--- config.mk ---
export PLATFORM = sky130hd
export DESIGN_NAME = day_14_rr_arbiter_flat
export DESIGN_NICKNAME = d
export VERILOG_FILES = /design/src/rtl/day_14_rr_arbiter_if.sv /design/src/rtl/day_14_rr_arbiter.sv /design/src/flat_wrapper.sv
export SDC_FILE = /design/constraint.sdc
export NUM_CORES = 1
export LEC_CHECK = 0
export BUFFER_PORTS_ARGS = -buffer_cell sky130_fd_sc_hd__buf_2
export CORE_AREA = 3 3 40 42
export CTS_CLUSTER_SIZE = 40
export DETAILED_ROUTE_END_ITERATION = 10
export DIE_AREA = 0 0 43 45
export PLACE_DENSITY_LB_ADDON = 0.1
export SLEW_MARGIN = 20
export SYNTH_ARGS = -nofsm -noshare
export SYNTH_HDL_FRONTEND = slang
export SYNTH_SLANG_ARGS = --single-unit
export TNS_END_PERCENT = 1
--- constraint.sdc ---
create_clock -name clk -period 1.85 [get_ports clk]
set_input_delay 0.37 -clock clk [delete_from_list [all_inputs] [get_ports clk]]
set_output_delay 0.37 -clock clk [all_outputs]
set_load 0.05 [all_outputs]
--- src/rtl/day_14_rr_arbiter_if.sv ---
// Handshake bundle between requesters/consumer and the round-robin arbiter.
// The slave modport is the arbiter side; the master modport is the side that
// raises requests, acknowledges grants and consumes the one-hot select.
interface day_14_rr_arbiter_if;
  logic [3:0] req_i;
  logic       ack_i;
  logic [3:0] gnt_o;
  logic       gnt_vld_o;
  logic [1:0] gnt_idx_o;

  modport master (
    output req_i,
    output ack_i,
    input  gnt_o,
    input  gnt_vld_o,
    input  gnt_idx_o
  );

  modport slave (
    input  req_i,
    input  ack_i,
    output gnt_o,
    output gnt_vld_o,
    output gnt_idx_o
  );
endinterface

--- src/rtl/day_14_rr_arbiter.sv ---
// Round-robin arbiter for four requesters driving a one-hot 4:1 mux select.
// The grant is registered and held until the consumer acks or the holder
// withdraws. The winner is chosen by scanning upward from the slot after the
// last winner, so the previous holder always ends up with lowest priority and
// is only re-granted back-to-back when it is the sole requester.
module day_14_rr_arbiter #(
  parameter int NUM_REQ = 4
) (
  input  logic                 clk,
  input  logic                 reset_n,
  day_14_rr_arbiter_if.slave   bus
);

  localparam logic [0:0] ST_IDLE  = 1'b0;
  localparam logic [0:0] ST_GRANT = 1'b1;

  logic [0:0] r_state;
  logic [1:0] r_last_ptr;
  logic [3:0] r_gnt;
  logic       r_gnt_vld;
  logic [1:0] r_gnt_idx;

  logic [0:0] w_state_nxt;
  logic [1:0] w_ptr_nxt;
  logic [3:0] w_gnt_nxt;
  logic [1:0] w_idx_nxt;
  logic       w_pick_vld;
  logic [1:0] w_pick_idx;
  logic       w_hold_req;
  logic       w_release;

  // Returns {found, index}: first set request scanning ptr+1 .. ptr+4 (mod 4).
  // Iterating from the farthest slot down lets the nearest hit overwrite.
  function automatic logic [2:0] rr_pick(input logic [3:0] req, input logic [1:0] ptr);
    logic [2:0] res;
    logic [1:0] cand;
    res = 3'b000;
    for (int k = NUM_REQ; k >= 1; k--) begin
      cand = ptr + k[1:0];
      if (req[cand]) begin
        res = {1'b1, cand};
      end else begin
        res = res;
      end
    end
    return res;
  endfunction

  // Binary index to one-hot select.
  function automatic logic [3:0] to_onehot(input logic [1:0] idx);
    return 4'b0001 << idx;
  endfunction

  // Next-state logic: arbitrate from IDLE, hold or re-arbitrate from GRANT.
  always_comb begin
    {w_pick_vld, w_pick_idx} = rr_pick(bus.req_i, r_last_ptr);
    w_hold_req  = bus.req_i[r_gnt_idx];
    w_release   = (r_state == ST_GRANT) && (bus.ack_i || !w_hold_req);
    w_state_nxt = r_state;
    w_ptr_nxt   = r_last_ptr;
    w_gnt_nxt   = r_gnt;
    w_idx_nxt   = r_gnt_idx;
    case (r_state)
      ST_IDLE: begin
        if (w_pick_vld) begin
          w_state_nxt = ST_GRANT;
          w_gnt_nxt   = to_onehot(w_pick_idx);
          w_idx_nxt   = w_pick_idx;
          w_ptr_nxt   = w_pick_idx;
        end else begin
          w_state_nxt = ST_IDLE;
          w_gnt_nxt   = 4'b0000;
        end
      end
      ST_GRANT: begin
        if (w_release) begin
          if (w_pick_vld) begin
            w_state_nxt = ST_GRANT;
            w_gnt_nxt   = to_onehot(w_pick_idx);
            w_idx_nxt   = w_pick_idx;
            w_ptr_nxt   = w_pick_idx;
          end else begin
            w_state_nxt = ST_IDLE;
            w_gnt_nxt   = 4'b0000;
          end
        end else begin
          w_state_nxt = ST_GRANT;
          w_gnt_nxt   = r_gnt;
        end
      end
      default: begin
        w_state_nxt = ST_IDLE;
        w_gnt_nxt   = 4'b0000;
      end
    endcase
  end

  // State and registered outputs; reset clears any live grant immediately.
  always_ff @(posedge clk or negedge reset_n) begin
    if (!reset_n) begin
      r_state    <= ST_IDLE;
      r_last_ptr <= 2'd3;
      r_gnt      <= 4'b0000;
      r_gnt_vld  <= 1'b0;
      r_gnt_idx  <= 2'd0;
    end else begin
      r_state    <= w_state_nxt;
      r_last_ptr <= w_ptr_nxt;
      r_gnt      <= w_gnt_nxt;
      r_gnt_vld  <= |w_gnt_nxt;
      r_gnt_idx  <= w_idx_nxt;
    end
  end

  assign bus.gnt_o     = r_gnt;
  assign bus.gnt_vld_o = r_gnt_vld;
  assign bus.gnt_idx_o = r_gnt_idx;

endmodule

--- src/flat_wrapper.sv ---
// flat-port wrapper written by rule: the top's interface ports become plain ports
module day_14_rr_arbiter_flat 
#(
  parameter int NUM_REQ = 4
)
  (clk, reset_n, bus_req_i, bus_ack_i, bus_gnt_o, bus_gnt_vld_o, bus_gnt_idx_o);
  day_14_rr_arbiter_if bus_i ();
  input  logic clk;
  input  logic reset_n;
  input wire logic [$bits(bus_i.req_i)-1:0] bus_req_i;
  input wire logic [$bits(bus_i.ack_i)-1:0] bus_ack_i;
  output wire logic [$bits(bus_i.gnt_o)-1:0] bus_gnt_o;
  output wire logic [$bits(bus_i.gnt_vld_o)-1:0] bus_gnt_vld_o;
  output wire logic [$bits(bus_i.gnt_idx_o)-1:0] bus_gnt_idx_o;
  assign bus_i.req_i = bus_req_i;
  assign bus_i.ack_i = bus_ack_i;
  assign bus_gnt_o = bus_i.gnt_o;
  assign bus_gnt_vld_o = bus_i.gnt_vld_o;
  assign bus_gnt_idx_o = bus_i.gnt_idx_o;
  day_14_rr_arbiter #(.NUM_REQ(NUM_REQ)) u_core (.clk(clk), .reset_n(reset_n), .bus(bus_i));
endmodule
# Word level (Yosys, flattened, before mapping)
# Index checks and enable logic that the tools add are counted.
[totals]
elab_cells = 46
regBits = 10
in_bits = 7
[classes]
addsub = 3
bitwise_logic = 1
mux = 26
shifts = 1
n_lt_le_gt_ge = 5
reduce_logical = 4
eq_ne = 1
[op_table]
columns = ["op", "n"]
rows = [
  ["2-bit by 3-bit < comparator with 1-bit output (second input constant)", 5],
  ["3-bit 2-to-1 mux", 4],
  ["1-bit binary-select mux with 2-bit select", 5],
  ["2-bit 2-to-1 mux", 4],
  ["4-bit 2-to-1 mux", 2],
  ["2-bit case mux with 2 select lines", 2],
  ["4-bit case mux with 2 select lines", 1],
  ["1-bit 2-to-1 mux", 7],
  ["2-bit adder (second input constant)", 2],
  ["4-bit OR reduction", 1],
  ["1-bit by 2-bit << shifter with 4-bit output (first input constant)", 1],
  ["2-bit by 1-bit adder with 2-bit output (second input constant)", 1],
  ["2-bit != test (second input constant)", 1],
  ["1-bit case mux with 2 select lines", 1],
  ["1-bit logical AND", 1],
  ["1-bit zero test", 1],
  ["1-bit logical OR", 1],
  ["1-bit inverter", 1],
]

# Depth between registers and ports, before layout
[logic_depth]
depth_word = 11
ltp_mapped = 5

# Worst setup path after synthesis
# No wires, ideal clock.
[synth_timing]
path_type = "flip-flop to flip-flop"
from = "register u_core.r_gnt_idx[0], in the netlist u_core.bus.gnt_idx_o[0]"
to = "register u_core.r_gnt_idx[0], in the netlist u_core.bus.gnt_idx_o[0]"
path_buffers = 0
arrival_time_ns = 1.853
slack_ns = -0.127
setup_ns = 0.125
period_less_slack_ns = 1.977
t_required_ns = 1.725
stages_incl_launch_ff = 5
path_cell_list = "dfrtp_1 -> mux4_2 -> and3b_4 -> nor2_2 -> mux2_2"
[synth_between]
elab_chain_len = 6
[synth_rtl]
columns = ["item", "line_no", "rtl"]
rows = [
  ["from (decl)", "day_14_rr_arbiter.sv:21", "logic [1:0] r_gnt_idx;"],
  ["from (signal assigned)", "day_14_rr_arbiter.sv:111", "r_gnt_idx <= w_idx_nxt;"],
  ["1-bit binary-select mux with 2-bit select", "day_14_rr_arbiter.sv:57", "w_hold_req = bus.req_i[r_gnt_idx];"],
  ["1-bit 2-to-1 mux (implied by the code)", "day_14_rr_arbiter.sv:57", ""],
  ["1-bit zero test", "day_14_rr_arbiter.sv:58", "w_release = (r_state == ST_GRANT) && (bus.ack_i || !w_hold_req);"],
  ["1-bit logical OR", "day_14_rr_arbiter.sv:58", ""],
  ["1-bit logical AND", "day_14_rr_arbiter.sv:58", ""],
  ["2-bit != test (no source line)", "n/a", ""],
]
# Parallel ways exist; a longest one is shown, timed or not. The select of a mux whose other input is x is not followed.
# A chain may end at the register's enable or synchronous reset.

# Worst setup path after layout
# Ends and elaborated chain as after synthesis.

==> reports/results.ini <==
[logic_synthesis]
ys_ff_latch=10
synthArstFlopShare_pct=100
syn-num-nets=52
synthCells=45
synth_cell_types=23
synth_enable_flop_cells=0
yosysWarnings=0
synth_top_flop_cell=dfrtp_1
syn_area_per_cell_um2=11.2
yosysSeqAreaShare_pct=50.1
syn_area_um2=504

[timing]
slew_headroom_pct=71.5
grt_setup_unrepaired=no
worstMarginPinSlew_ns=0.423
tns_ns=0
maxSlewViolCount=0
period_needed_ns=1.67
fin_skew_ns=0.00948
final-hold-violation-count=0
period_share_pct=90.4
fmax_mhz=598
setup_violations=0

[global_routing]
grt_pass1_vias=363
gr-total-overflow=0
grt_pass1_wl_um=1660
grt_max_degree=11
antenna_found_initial=0
groute.usage.overall_pct=12.0

[critical_path]
cp-endpoint=u_core.bus.gnt_idx_o[0]
end_kind=flip-flop
crit_arrival_ns=1.83
path_buf_inv=0
crit_required_ns=2.01
path_max_fanout=4
rr_worst_depth=4
r2r-end=u_core.bus.gnt_idx_o[0]
slowest_stage=mux4_2
worst-path-stages=4
path_class=flip-flop to flip-flop
path_delay_family=multiplexers
timing.critical_path.cells=mux4_2 -> and3b_4 -> nor2_2 -> mux2_2
startpoint=u_core.bus.gnt_idx_o[0]
reg2reg_slack_ns=0.18
critPathMaxStageDelay_ns=0.50
r2r_start=u_core.bus.gnt_idx_o[0]
cp-start-kind=flip-flop

[cells_and_area]
drive_above_1_share_pct=47.0
area_growth_pct=29.8
fin_util_pct=50.9
final_nets=74
antenna_cells=0

[job]
maxCapViolCount=0

[power]
internal_power_mw=0.670
switching_share_pct=46.0
power_density_mw_per_mm2=1900
power.leakage_nw=0.297
p_seq_share_pct=33.6
comb_power_share_pct=50.8
totalPowerFinal_mw=1.24
peakVddDrop_uv=864
power_frac_clock_pct=15.6
netSwitchingPower_mw=0.571

[run_status]
outcome=complete, no violations

[drt]
num_vias=405
drc=0
dr.pass1.iters=4
drt-wirelength-per-cell_um=12.8
wl_um=1040
drtIter0Drc=3
detail-route-antenna-nets=0
routed_via_density=5.00

[clocking]
cts_buffers=3
ctsHoldBuffers=1
htreeDepth=1
cts_setup_buffers=0
cts.sinks=10
cts_buffer_depth=2
cts_root_buffer=clkbuf_4
cts_resized=0
cts.clk_slew.worst_paths_ns=0.07
clkLatencyLatePin_ns=0.27
cts_tree=yes

[die]
initial_utilization_pct=39.2
die_x_um=43
fp-row-count=13
dieArea_mm2=0.00194
io_pins=14
core_area_mm2=0.00128
die-height_um=45

[placed_design]
routabilityCongestion=0.732
hpwl_um=783
numPortBuffers=13

[hold_path]
hold_class=input port to async pin

registers in the layout, summed over array words and instances, names as in the netlist:
register	flops
u_core.bus.gnt_idx_o	2
u_core.bus.gnt_o	4
u_core.bus.gnt_vld_o	1
u_core.r_last_ptr	2
u_core.r_state	1
synth_stat cells, drive strengths merged (2+ instances only):
cell type / count / area, um^2
o31ai: 4 / 30.0
dfstp: 2 / 52.6
a21oi: 2 / 10.0
o21ai: 3 / 15.0
nor4: 2 / 12.5
mux2: 2 / 22.5
and3b: 2 / 22.5
nand2: 7 / 26.3
dfrtp: 8 / 200
per-stage QoR:
step | worst slack [ns] | hold WS [ns] | instances | area, um^2
after floorplan | 0.0188 | 0.0744 | 45 | 505
after global placement | 0.106 | 0.239 | 76 | 608
after detailed placement | 0.0843 | 0.237 | 76 | 608
after CTS | 0.168 | 0.482 | 81 | 654
after global routing | 0.121 | 0.505 | 81 | 654
final | 0.178 | 0.479 | 81 | 654
cells by family (layout without fill, tap and decap cells):
family,count (synthesis),after routing,synth area share [%]
simple gates,16,16,18.6
compound gates,13,13,17.4
flops,10,10,50.1
mux,4,4,10.9
buf+inv,2,23,2.98
worst reg2reg max path, delay by kind of cell, from the launching register on:
kind	cells	cell delay (ns)
flops	1	0.38
simple gates	2	0.35
mux	2	0.84
final cells by class:
class                           instances  area, um^2
Fill cell                             123         631
Sequential cell                        10         254
Multi-Input combinational cell         33         236
Timing Repair Buffer                   18         105
Clock buffer                            4        36.3
Tap cell                               15        18.8
Inverter                                1        3.75
metal layers:
| layer | global-route usage [%] | up-vias | share of wire [%] | routed length [um] |
|---|---|---|---|---|
| met1 | 16.5 | 185 | 47 | 484 |
| met3 | 5.98 | 2 | 6.9 | 72 |
| met4 | 3.61 | 0 | 0.87 | 9 |
| met2 | 16.5 | 10 | 45 | 472 |
| li1 | - | 208 | - | - |
| met5 | 0 | - | 0 | 0 |
power by group through the flow:
stage / clock (mW) / sequential [mW] / combinational, mW
floorplan: 0 / 0.657 / 0.240
finish: 0.194 / 0.418 / 0.630
CTS: 0.199 / 0.418 / 0.637
global route: 0.210 / 0.435 / 0.672
global placement: 0 / 0.421 / 0.635
detailed placement: 0 / 0.422 / 0.634
how the worst min path moves through the flow:
stage	slack, ns	endpoint	start	cells past startpoint
global placement	0.24	u_core.bus.gnt_vld_o	reset_n	1
CTS	0.48	u_core.bus.gnt_vld_o	reset_n	2
finish	0.48	u_core.bus.gnt_idx_o[1]	reset_n	2
global route	0.50	u_core.bus.gnt_idx_o[1]	reset_n	2
floorplan	0.07	u_core.bus.gnt_idx_o[0]	reset_n	0
detailed placement	0.24	u_core.bus.gnt_vld_o	reset_n	1
cells in the final DEF, fill, tap and decap left out, types with 2 or more instances in the layout:
cell type / netlist / routed
dfrtp_1: 8 / 7
o21ai_0: 3 / 3
clkbuf_4: 0 / 3
nand2_1: 7 / 7
mux2_2: 2 / 2
o31ai_1: 4 / 4
dfstp_2: 2 / 2
a21oi_1: 2 / 2
buf_4: 0 / 4
nor4_1: 2 / 2
buf_2: 0 / 13
Power figures use the tool's default switching activity.
